**src/rtl/mul_div_unit.sv**
```systemverilog
// Iterative MULT/MULTU/DIV/DIVU unit with HI/LO registers and pipeline stall.
// Optional MULDIV_EARLY_TERM_EN: multiply leaves RUN once remaining multiplier bits are zero.
module mul_div_unit (
  input  logic        clk,
  input  logic        reset,
  input  logic        mdstart,
  input  logic [1:0]  mdop,
  input  logic [31:0] srca,
  input  logic [31:0] srcb,
  input  logic        mtwrite,
  input  logic        hilosrc,
  input  logic [1:0]  hilodisable,
  input  logic        hiloread,
  input  logic        hilosel,
  output logic [31:0] hiloout,
  output logic        mdbusy,
  output logic        mdstall
);

  localparam logic [1:0] IDLE  = 2'd0;
  localparam logic [1:0] RUN   = 2'd1;
  localparam logic [1:0] FIXUP = 2'd2;

  logic [1:0]  state;
  logic [4:0]  count;
  logic [63:0] acc;
  logic [63:0] aux;
  logic [31:0] mplier;
  logic [31:0] a_raw;
  logic [31:0] hi;
  logic [31:0] lo;
  logic        is_mul;
  logic        neg_q;
  logic        neg_r;

  logic [31:0] a_mag;
  logic [31:0] b_mag;
  logic [63:0] mul_next;
  logic [32:0] rsh;
  logic [32:0] trial;
  logic [63:0] div_next;
  logic [63:0] prod_fix;
  logic [31:0] q_fix;
  logic [31:0] r_fix;
  logic        div0;
  logic        early;
  logic [31:0] res_hi;
  logic [31:0] res_lo;

  always_comb begin
    a_mag = (mdop[1] && srca[31]) ? 32'd0 - srca : srca;
    b_mag = (mdop[1] && srcb[31]) ? 32'd0 - srcb : srcb;
  end

  // Multiplicand in aux shifts left; multiplier in mplier shifts right.
  assign mul_next = mplier[0] ? acc + aux : acc;

  // Restoring divide: {R,Q} shifts left, trial-subtract into R.
  assign rsh      = acc[63:31];
  assign trial    = rsh - {1'b0, aux[31:0]};
  assign div_next = trial[32] ? {rsh[31:0], acc[30:0], 1'b0}
                              : {trial[31:0], acc[30:0], 1'b1};

  assign prod_fix = neg_q ? 64'd0 - acc : acc;
  assign q_fix    = neg_q ? 32'd0 - acc[31:0] : acc[31:0];
  assign r_fix    = neg_r ? 32'd0 - acc[63:32] : acc[63:32];
  assign div0     = (aux[31:0] == 32'd0);

  always_comb begin
    res_hi = prod_fix[63:32];
    res_lo = prod_fix[31:0];
    if (!is_mul) begin
      res_hi = div0 ? a_raw : r_fix;
      res_lo = div0 ? 32'hFFFF_FFFF : q_fix;
    end
  end

`ifdef MULDIV_EARLY_TERM_EN
  assign early = is_mul && (mplier[31:1] == 31'd0);
`else
  assign early = 1'b0;
`endif

  always_ff @(posedge clk) begin
    if (reset) begin
      state  <= IDLE;
      count  <= 5'd0;
      acc    <= 64'd0;
      aux    <= 64'd0;
      mplier <= 32'd0;
      a_raw  <= 32'd0;
      hi     <= 32'd0;
      lo     <= 32'd0;
      is_mul <= 1'b0;
      neg_q  <= 1'b0;
      neg_r  <= 1'b0;
    end else begin
      unique case (state)
        IDLE: begin
          if (mdstart && hilosrc) begin
            state  <= RUN;
            count  <= 5'd0;
            is_mul <= mdop[0];
            a_raw  <= srca;
            neg_q  <= mdop[1] & (srca[31] ^ srcb[31]);
            neg_r  <= mdop[1] & srca[31];
            mplier <= b_mag;
            if (mdop[0]) begin
              acc <= 64'd0;
              aux <= {32'd0, a_mag};
            end else begin
              acc <= {32'd0, a_mag};
              aux <= {32'd0, b_mag};
            end
          end else if (mtwrite && !hilosrc) begin
            if (!hilodisable[1]) hi <= srca;
            if (!hilodisable[0]) lo <= srca;
          end
        end
        RUN: begin
          count <= count + 5'd1;
          if (is_mul) begin
            acc    <= mul_next;
            aux    <= aux << 1;
            mplier <= mplier >> 1;
          end else begin
            acc <= div_next;
          end
          if (count == 5'd31 || early) state <= FIXUP;
        end
        FIXUP: begin
          hi    <= res_hi;
          lo    <= res_lo;
          state <= IDLE;
        end
        default: state <= IDLE;
      endcase
    end
  end

  assign hiloout = hilosel ? hi : lo;
  assign mdbusy  = (state != IDLE);
  assign mdstall = mdbusy & (hiloread | mdstart | mtwrite);

endmodule

```
**config.mk**
```make
export PLATFORM = sky130hd
export DESIGN_NAME = mul_div_unit
export DESIGN_NICKNAME = d
export VERILOG_FILES = /design/src/rtl/mul_div_unit.sv
export SDC_FILE = /design/constraint.sdc
export NUM_CORES = 1
export LEC_CHECK = 0
export CORE_MARGIN = 2
export CORE_UTILIZATION = 27
export DETAILED_ROUTE_END_ITERATION = 7
export GPL_TIMING_DRIVEN = 0
export PLACE_DENSITY = 0.46
export SLEW_MARGIN = 10
export SYNTH_ARGS = -nofsm -noshare
export SYNTH_HDL_FRONTEND = slang
export SYNTH_SLANG_ARGS = --single-unit
export TNS_END_PERCENT = 20
```
**constraint.sdc**
```tcl
create_clock -name clk -period 6.17 [get_ports clk]
set_input_delay 1.234 -clock clk [delete_from_list [all_inputs] [get_ports clk]]
set_output_delay 1.234 -clock clk [all_outputs]
set_load 0.005 [all_outputs]
```
==> run summary, run 1 <==
The compound-cell area share of the yosys netlist came out at approximately 28%. The cell count after synthesis is ~2800. The number of buffers added for setup after CTS came out at 0. The share of the synthesized netlist area taken by xor and xnor gates is roughly 9.8%. The min-delay analysis places its worst path in the category reg -> reg.

The worst path needs between 5 and 6 ns of the cycle, external delays included. The run finished with clean final reports. The worst setup path is captured at a register.

The count of filler cells inserted in the layout came out at roughly 8400. The antenna diode count came out at 0. The relative contribution of sequential cells to total power came out at 22.5%. By area, the combinational part of the netlist is dominated by compound AO/OA/AOI/OAI gates. In the final timing run, aggregate negative setup slack is 0 ns. Global routing used 38.6% of the available met2 tracks. IR analysis of the VDD net gives a maximum drop of about 0.00033 V. The number of synthesized register bits came out at approximately 270. The global routing usage on met3 is under 10%. The worst setup path is launched from a register. Clock tree synthesis selected as its root buffer the cell sky130_fd_sc_hd__clkbuf_16.

The fraction of layout cells with a size suffix above 1 came out at under 10%. The worst path uses 83.7% of the clock period. In the post-synthesis netlist, the biggest area contributors are sky130_fd_sc_hd__dfxtp_1 25%, sky130_fd_sc_hd__a21oi_1 6.5%, sky130_fd_sc_hd__ha_1 6.0%.

The fraction of met1 tracks used by global routing is around 33%. The path type of the worst setup path is reg -> reg. The wire length after detailed routing is between 100000 and 150000 um. The post-synthesis adder-cell area fraction came out at under 10%. The CTS sink count came out at ~270. The site row count is 102.

The worst pin sits at a relative slew slack of around 16%. The cell area after technology mapping is between 20000 and 25000 sq um. The die covers between 70000 and 80000 sq um. The relative area change from synthesis to final layout came out at 16.9%. The async set-or-reset flop fraction in the synthesized netlist came out at 0%.

The post-synthesis share of cell area spent on and, or, nand and nor gates came out at a little under a fifth. Setup repair after global routing left no endpoint under its margin. The number of buffers inserted during clock tree synthesis is 37. The overall routing resource usage is about a quarter.

The maximum achievable frequency came out at a little under 0.2 GHz. The library cells used most frequently in the layout, excluding fill and tap cells, are 331 x sky130_fd_sc_hd__nor2_1, 272 x sky130_fd_sc_hd__a21oi_1, 266 x sky130_fd_sc_hd__dfxtp_1. The most used routing layer in global routing is met2.

The worst clock skew is between 0.03 and 0.04 ns. The final-report max-slew violation count is 0. The hold buffer count at cts came out at 0. In this run the number of H-tree levels came out at 2. After synthesis, the largest area contributor takes up about a quarter of total cell area. The number of nets in the synthesized netlist is just under 3000.

The switching part of the total power is ~45%. The final route contains approximately 22000 vias. After the first detailed-routing iteration, the DRC count stood at around 2100. The portion of synthesized area spent on multiplexers is approximately 6.6%.

The data arrival time at the worst-slack endpoint came out at around 5.6 ns. The number of synthesized flops with an enable pin came out at 0. The number of buffers on the longest clock path is 3. Once detail routing completed, the nets flagged for antenna violations numbered 0. The register area share after synthesis came out at 25.4%. The global-route wire length before repair came out at between 100000 and 150000 um. After detailed routing, the average wire length per cell comes to ~25 um.

The weighted congestion at the end of routability-driven global placement came out at 0.966. A synthesized cell averages roughly 7.5 sq um. The chip height is ~280 um. For the worst-skew pair, the clock arrives at the later sink with an insertion delay of around 0.6 ns. The combinational power share came out at 53.3%. The total iterations of the first detailed-routing run is 5. The hold violation count in the final report came out at 0.

The number of different library cells used by synthesis comes to 70. The overflow left after global routing is 0. The clock network accounts for 24.2% of the total power. The total power per unit cell area came out at slightly below 400 nW/um^2. The post-CTS resize count came out at 0. The worst-path maximum fanout came out at 6. The cell leakage power is slightly above 9 nW. Data on the critical path is required at its endpoint by ~6.6 ns. The tool flagged a number of max-cap violations equal to 0. In this run the standard cell core region covers between 70000 and 80000 sq um. The switching power summed over all nets is between 4 and 5 mW. The internal portion of total power came out at 5.32 mW. The warning count from the yosys run is 0. Leaving out fill and tap cells, the most frequent cell in the layout is sky130_fd_sc_hd__nor2_1. The width of the chip came out at around 280 um. The placed wire-length estimate after detailed placement is 80700 um. Entering global routing, the biggest net connects 13 pins. The number of global-route vias before repair came to between 20000 and 25000. The total of endpoints with negative setup slack in the final report came out at 0. The total chip power is slightly below 10 mW. The CTS clock-pin slew for the worst setup and hold paths is about 0.06 ns. The tightest hold margin is around 0.46 ns. The final layout contains 3105 nets.

The number of port buffers came out at 93. The initial cell density of the core came out at a little over a quarter. The predominant post-synthesis flop cell is sky130_fd_sc_hd__dfxtp_1.

The DRC violations left is 0. The initial antenna violation count is 1. The count of boundary I/O pins came out at about 110.

The final core utilization is about a third. The via count normalized by instance count came out at about 5.5. The actual slew at the worst max-slew pin is between 1 and 1.5 ns. TritonCTS built the clock tree. The largest area contributor in the netlist is sky130_fd_sc_hd__dfxtp_1.
-- cells in the mapped netlist (16+ instances only) --
| library cell | count |
|---|---|
| sky130_fd_sc_hd__a211oi_1 | 117 |
| sky130_fd_sc_hd__a21o_1 | 57 |
| sky130_fd_sc_hd__a21oi_1 | 272 |
| sky130_fd_sc_hd__a221oi_1 | 38 |
| sky130_fd_sc_hd__a22oi_1 | 43 |
| sky130_fd_sc_hd__a31oi_1 | 22 |
| sky130_fd_sc_hd__and3_1 | 21 |
| sky130_fd_sc_hd__buf_1 | 17 |
| sky130_fd_sc_hd__clkbuf_1 | 186 |
| sky130_fd_sc_hd__dfxtp_1 | 266 |
| sky130_fd_sc_hd__ha_1 | 101 |
| sky130_fd_sc_hd__inv_1 | 68 |
| sky130_fd_sc_hd__mux2_2 | 36 |
| sky130_fd_sc_hd__mux2i_1 | 97 |
| sky130_fd_sc_hd__nand2_1 | 251 |
| sky130_fd_sc_hd__nand2b_1 | 27 |
| sky130_fd_sc_hd__nand3_1 | 38 |
| sky130_fd_sc_hd__nand4_1 | 16 |
| sky130_fd_sc_hd__nor2_1 | 332 |
| sky130_fd_sc_hd__nor2b_1 | 18 |
| sky130_fd_sc_hd__nor3_1 | 67 |
| sky130_fd_sc_hd__nor4_1 | 24 |
| sky130_fd_sc_hd__o211ai_1 | 38 |
| sky130_fd_sc_hd__o21ai_0 | 153 |
| sky130_fd_sc_hd__o21bai_1 | 16 |
| sky130_fd_sc_hd__o221ai_1 | 25 |
| sky130_fd_sc_hd__o31ai_1 | 24 |
| sky130_fd_sc_hd__or2_2 | 16 |
| sky130_fd_sc_hd__or3_1 | 24 |
| sky130_fd_sc_hd__xnor2_1 | 118 |
| sky130_fd_sc_hd__xor2_1 | 117 |
-- worst max-delay path, cell delays in order, from the launching register on --
cell and delay (ns):
sky130_fd_sc_hd__dfxtp_1 0.68, sky130_fd_sc_hd__ha_1 0.34, sky130_fd_sc_hd__a21oi_1 0.22, sky130_fd_sc_hd__o22ai_1 0.16, sky130_fd_sc_hd__and3_1 0.25, sky130_fd_sc_hd__or4_1 0.50, sky130_fd_sc_hd__a211oi_1 0.93, sky130_fd_sc_hd__o31ai_1 0.27
sky130_fd_sc_hd__o31ai_1 0.60, sky130_fd_sc_hd__o211ai_1 0.40, sky130_fd_sc_hd__a221oi_1 0.38, sky130_fd_sc_hd__xor2_1 0.18, sky130_fd_sc_hd__o21ai_0 0.09
-- registers in the layout (all words and copies together) (netlist names) --
name,flops
state,2
lo,32
hi,32
count,5
acc,64
neg_r,1
aux,64
neg_q,1
mplier,32
is_mul,1
a_raw,32
-- metal layers --
layer	vias to the layer above	wire length (um)	part of all wire (%)
met3	186	7010	6.9
met5	-	0	0
met2	871	43800	43
met4	0	5420	5.4
li1	10500	-	-
met1	10500	44800	44
-- worst paths after layout --
check	endpoint	slack, ns	depth (start not counted)	from
min	a_raw[30]	0.46	2	a_raw[30]
max reg2reg	acc[61]	1.00	12	aux[1]
max	acc[61]	1.00	12	aux[1]
min reg2reg	a_raw[30]	0.46	2	a_raw[30]
-- final cells by class --
class	instances	area, sq um	area share, %
clock inverter	21	297	1.21
timing repair buffer	94	942	3.85
buffer	211	817	3.34
sequential	266	5330	21.7
multi-input combinational	2249	14600	59.4
clock buffer	45	996	4.07
tap	1040	1300	5.31
inverter	68	255	1.04
-- power by group through the flow --
stage	sequential (mW)	combinational, mW	clock (mW)
finish	2.19	5.19	2.36
global placement	2.22	5.12	0
CTS	2.18	5.12	2.39
detailed placement	2.22	5.09	0
global route	2.20	5.59	2.45
floorplan	2.05	3.73	0
-- per-stage QoR --
step / setup WS (ns) / instances / area, sq um
2_1_floorplan: 2.40 / 2794 / 20900
3_3_place_gp: 1.06 / 3927 / 23200
4_1_cts: 1.04 / 3994 / 24500
6_report: 1.00 / 3994 / 24500
5_1_grt: 0.959 / 3994 / 24500
3_5_place_dp: 1.11 / 3928 / 23200
-- kinds of logic (layout without fill, tap and decap cells) --
kind of cell | Yosys count | in the layout
flip-flops | 266 | 266
AND/OR/NAND/NOR | 874 | 874
adder cells (fa/ha/maj) | 103 | 103
XOR/XNOR | 235 | 235
buffers and inverters | 279 | 439
multiplexers | 133 | 133
AO/OA/AOI/OAI | 904 | 904
No activity file was read; power rests on OpenSTA's default activity.
==> run 2, diff against run 1 <==
==> constraint.sdc (replaced) <==
create_clock -name clk -period 5.23 [get_ports clk]
set_input_delay 1.046 -clock clk [delete_from_list [all_inputs] [get_ports clk]]
set_output_delay 1.046 -clock clk [all_outputs]
set_load 0.005 [all_outputs]
==> results of run 2 <==
The final DEF is identical to that of run 1. Status: finished clean.
Main changes from that run: setup slack after placement 1.11 ns -> 0.165 ns; setup slack after layout 1.00 ns -> 0.0649 ns; register-to-register setup slack 1.00 ns -> 0.06 ns; total power 9.75 mW -> 11.5 mW; worst IR drop on VDD 0.000332 V -> 0.000391 V
==> run 3, diff against run 2 <==
--- a/config.mk
+++ b/config.mk
@@ -5,11 +5,10 @@
 export SDC_FILE = /design/constraint.sdc
 export NUM_CORES = 1
 export LEC_CHECK = 0
-export CORE_MARGIN = 2
 export CORE_UTILIZATION = 27
 export DETAILED_ROUTE_END_ITERATION = 7
+export DONT_BUFFER_PORTS = 1
 export GPL_TIMING_DRIVEN = 0
-export PLACE_DENSITY = 0.46
 export SLEW_MARGIN = 10
 export SYNTH_ARGS = -nofsm -noshare
 export SYNTH_HDL_FRONTEND = slang
==> run 3 against run 2 <==
  * Clock power fell by 7.9%
  * Combinational power fell by 3%
  * Utilization fell by 1.0 points
==> run summary, run 3 (synthesis gave the netlist of run 1 again) <==
The cell family contributing the most delay on the critical path is compound AO/OA/AOI/OAI gates. Final hold analysis gives a worst-case slack of between 0.4 and 0.5 ns. The overflow left after global routing came out at 0. The number of H-tree branching levels is 2.

The overall routing resource usage is 23.3%. The CTS clock-pin slew for the worst setup and hold paths is 0.06 ns. After clock tree synthesis, the flow added hold-fix buffers numbering 0. The number of buffers added for setup after CTS came out at 0. The chip height came out at between 200 and 300 um. The die covers just under 80000 sq um. The final critical-path required period came out at roughly 4.9 ns. The first routing iteration left roughly 2700 violations. Dividing the detail-routed wire length by the instance count gives between 20 and 25 um.

The actual slew at the worst max-slew pin is 1.26 ns. Setup repair after global routing left no endpoint under its margin. Traced cell by cell, the critical path runs through ha_1, a21oi_1, o22ai_1, and3_1, or4_1, a211oi_1, o31ai_1, o31ai_1, o211ai_1, a221oi_1, xor2_1, o21ai_0. Among all stages on the critical path, the largest delay is contributed by sky130_fd_sc_hd__a211oi_1.

The worst-case IR drop observed on VDD is 0.000437 V. STA classifies the critical path startpoint as a register. The maximum achievable frequency came out at ~0.20 GHz.

The final-stage net count came out at approximately 3000. The number of buffers inserted during clock tree synthesis is 34. The weighted congestion at the end of routability-driven global placement came out at between 1 and 1.5.

The initial antenna violation count is 1. The type of element capturing the critical path is a register. The initial cell density of the core is 27.4%. The floorplan step set the die width to approximately 280 um. The final-report max-slew violation count came out at 0. The remaining antenna violation count after routing came out at 0. The type of the tightest min-delay check is reg -> reg. The worst clock skew is a little over 0.03 ns.

The largest registers in the layout are acc x64, aux x64. The DRC violations left is 0. The run finished with clean final reports. The clock power share is 23.1%.

The library cells used most frequently in the layout, excluding fill and tap cells, are 332 x sky130_fd_sc_hd__nor2_1, 272 x sky130_fd_sc_hd__a21oi_1, 266 x sky130_fd_sc_hd__dfxtp_1. The vias after detailed routing came out at 22200. The floorplan core area is 76300 sq um. The maximum number of pins on one net before global-route repair is 14. Counting every sink on the clock net gives between 200 and 300.

The count of max-cap constraint violations is 0. The cell sitting at the root of the clock tree is a sky130_fd_sc_hd__clkbuf_16. The final critical path takes up between 90% and 100% of the cycle.

The site row count is just over 100. The switching power summed over all nets came out at 5.00 mW. Net switching is between 40% and 50% of the power. Setup violations remaining at the end of the flow were counted as 0.

The hold violation count in the final report is 0. Data on the critical path is required at its endpoint by 5.64 ns. The placed wire-length estimate after detailed placement is 74200 um. The data arrival time at the worst-slack endpoint is between 5 and 6 ns. Combinational cells account for between 50% and 60% of the total power. For the worst-skew pair, the clock arrives at the later sink with an insertion delay of around 0.58 ns. The largest single stage delay on the critical path is between 0.7 and 0.8 ns. The relative contribution of sequential cells to total power came out at about a quarter.

The count of boundary I/O pins is ~110. For the final routed database, the setup TNS stands at 0 ns. The number of global-route vias before repair is 20100. Gates resized during post-CTS repair numbered 0. The number of buffers and inverters on the critical path is 0. The total power per unit cell area is around 470 nW/um^2. The global-route wire length before repair is between 100000 and 150000 um. The CTS tree is yes. The most common cell after layout, fill and taps aside is sky130_fd_sc_hd__nor2_1.

During placement, the flow inserted port buffers numbering 0. The internal portion of total power came out at slightly above 6 mW. The wire length after detailed routing is between 90000 and 100000 um.

The total iterations of the first detailed-routing run is 8. The most common cell type on the critical path is sky130_fd_sc_hd__o31ai_1. The worst setup path is of the reg -> reg kind. In the final layout, the share of cells above drive strength 1 is 4.48%. The relative area change from synthesis to final layout came out at 12.0%.

The via count normalized by instance count came out at between 5 and 6. The worst slew margin relative to its limit came out at between 10% and 20%. The cell leakage power came out at approximately 8.8 nW. In this run the worst path has a maximum fanout of 6. The longest clock path from root to sink contains 3 buffers.
## run 3: cell count changes in the layout (fill, tap and decap cells not counted), moves of 2 or more
| cell | before | now |
|---|---|---|
| sky130_fd_sc_hd__clkdlybuf4s50_1 | 93 | 0 |
| sky130_fd_sc_hd__clkbuf_1 | 190 | 193 |
| sky130_fd_sc_hd__clkinvlp_4 | 3 | 0 |
| sky130_fd_sc_hd__bufinv_16 | 6 | 4 |
| sky130_fd_sc_hd__clkbuf_16 | 37 | 35 |
| sky130_fd_sc_hd__clkbuf_8 | 4 | 6 |
| sky130_fd_sc_hd__clkinv_2 | 6 | 4 |
| sky130_fd_sc_hd__clkinv_8 | 0 | 2 |
| sky130_fd_sc_hd__diode_2 | 0 | 2 |
| sky130_fd_sc_hd__inv_6 | 3 | 1 |
## run 3: layout make-up
class,instances,area (sq um)
fillers,8337,52900
multi-input cells,2249,14600
flip-flops and latches,266,5330
well taps,1030,1290
clock buffers,48,985
plain buffers,211,817
inverters,68,255
clock inverters,13,199
repair buffers,1,11.3
diodes,2,5.00
## run 3: power groups by stage
stage	registers (mW)	clock network [mW]	logic (mW)
6_report	2.58	2.56	5.93
5_1_grt	2.59	2.64	6.40
4_1_cts	2.56	2.57	5.78
3_5_place_dp	2.60	0	5.75
3_3_place_gp	2.60	0	5.76
2_1_floorplan	2.42	0	4.40
## run 3: final timing paths
check,start,end,slack (ns),cells after the start
worst max-delay path,aux[1],acc[61],0.28,12
worst min register to register,hi[7],hi[7],0.45,2
worst min-delay path,hi[7],hi[7],0.45,2
worst max register to register,aux[1],acc[61],0.28,12
## run 3: through the flow
| stage | power, mW | setup slack (ns) | utilization [%] | cells | area (sq um) |
|---|---|---|---|---|---|
| finish | 11.1 | 0.283 | 30.7 | 3888 | 23500 |
| global route | 11.6 | 0.120 | 30.7 | 3886 | 23400 |
| CTS | 10.9 | 0.326 | 30.7 | 3886 | 23400 |
| detailed placement | 8.35 | 0.368 | 29.2 | 3825 | 22300 |
| global placement | 8.36 | 0.336 | 29.1 | 3824 | 22200 |
| floorplan | 6.82 | 1.65 | - | 2794 | 20900 |
## run 3: tightest hold or removal path, stage by stage (launching register included)
cell and delay [ns]:
sky130_fd_sc_hd__dfxtp_1 0.30, sky130_fd_sc_hd__nand2_1 0.05, sky130_fd_sc_hd__a21oi_1 0.05
## run 3: routing by layer
| layer | track usage, % | part of all wire (%) |
|---|---|---|
| met5 | 0 | 0.015 |
| met4 | 11.9 | 5.6 |
| met3 | 4.07 | 9.4 |
| met2 | 34.9 | 42 |
| met1 | 31.8 | 43 |
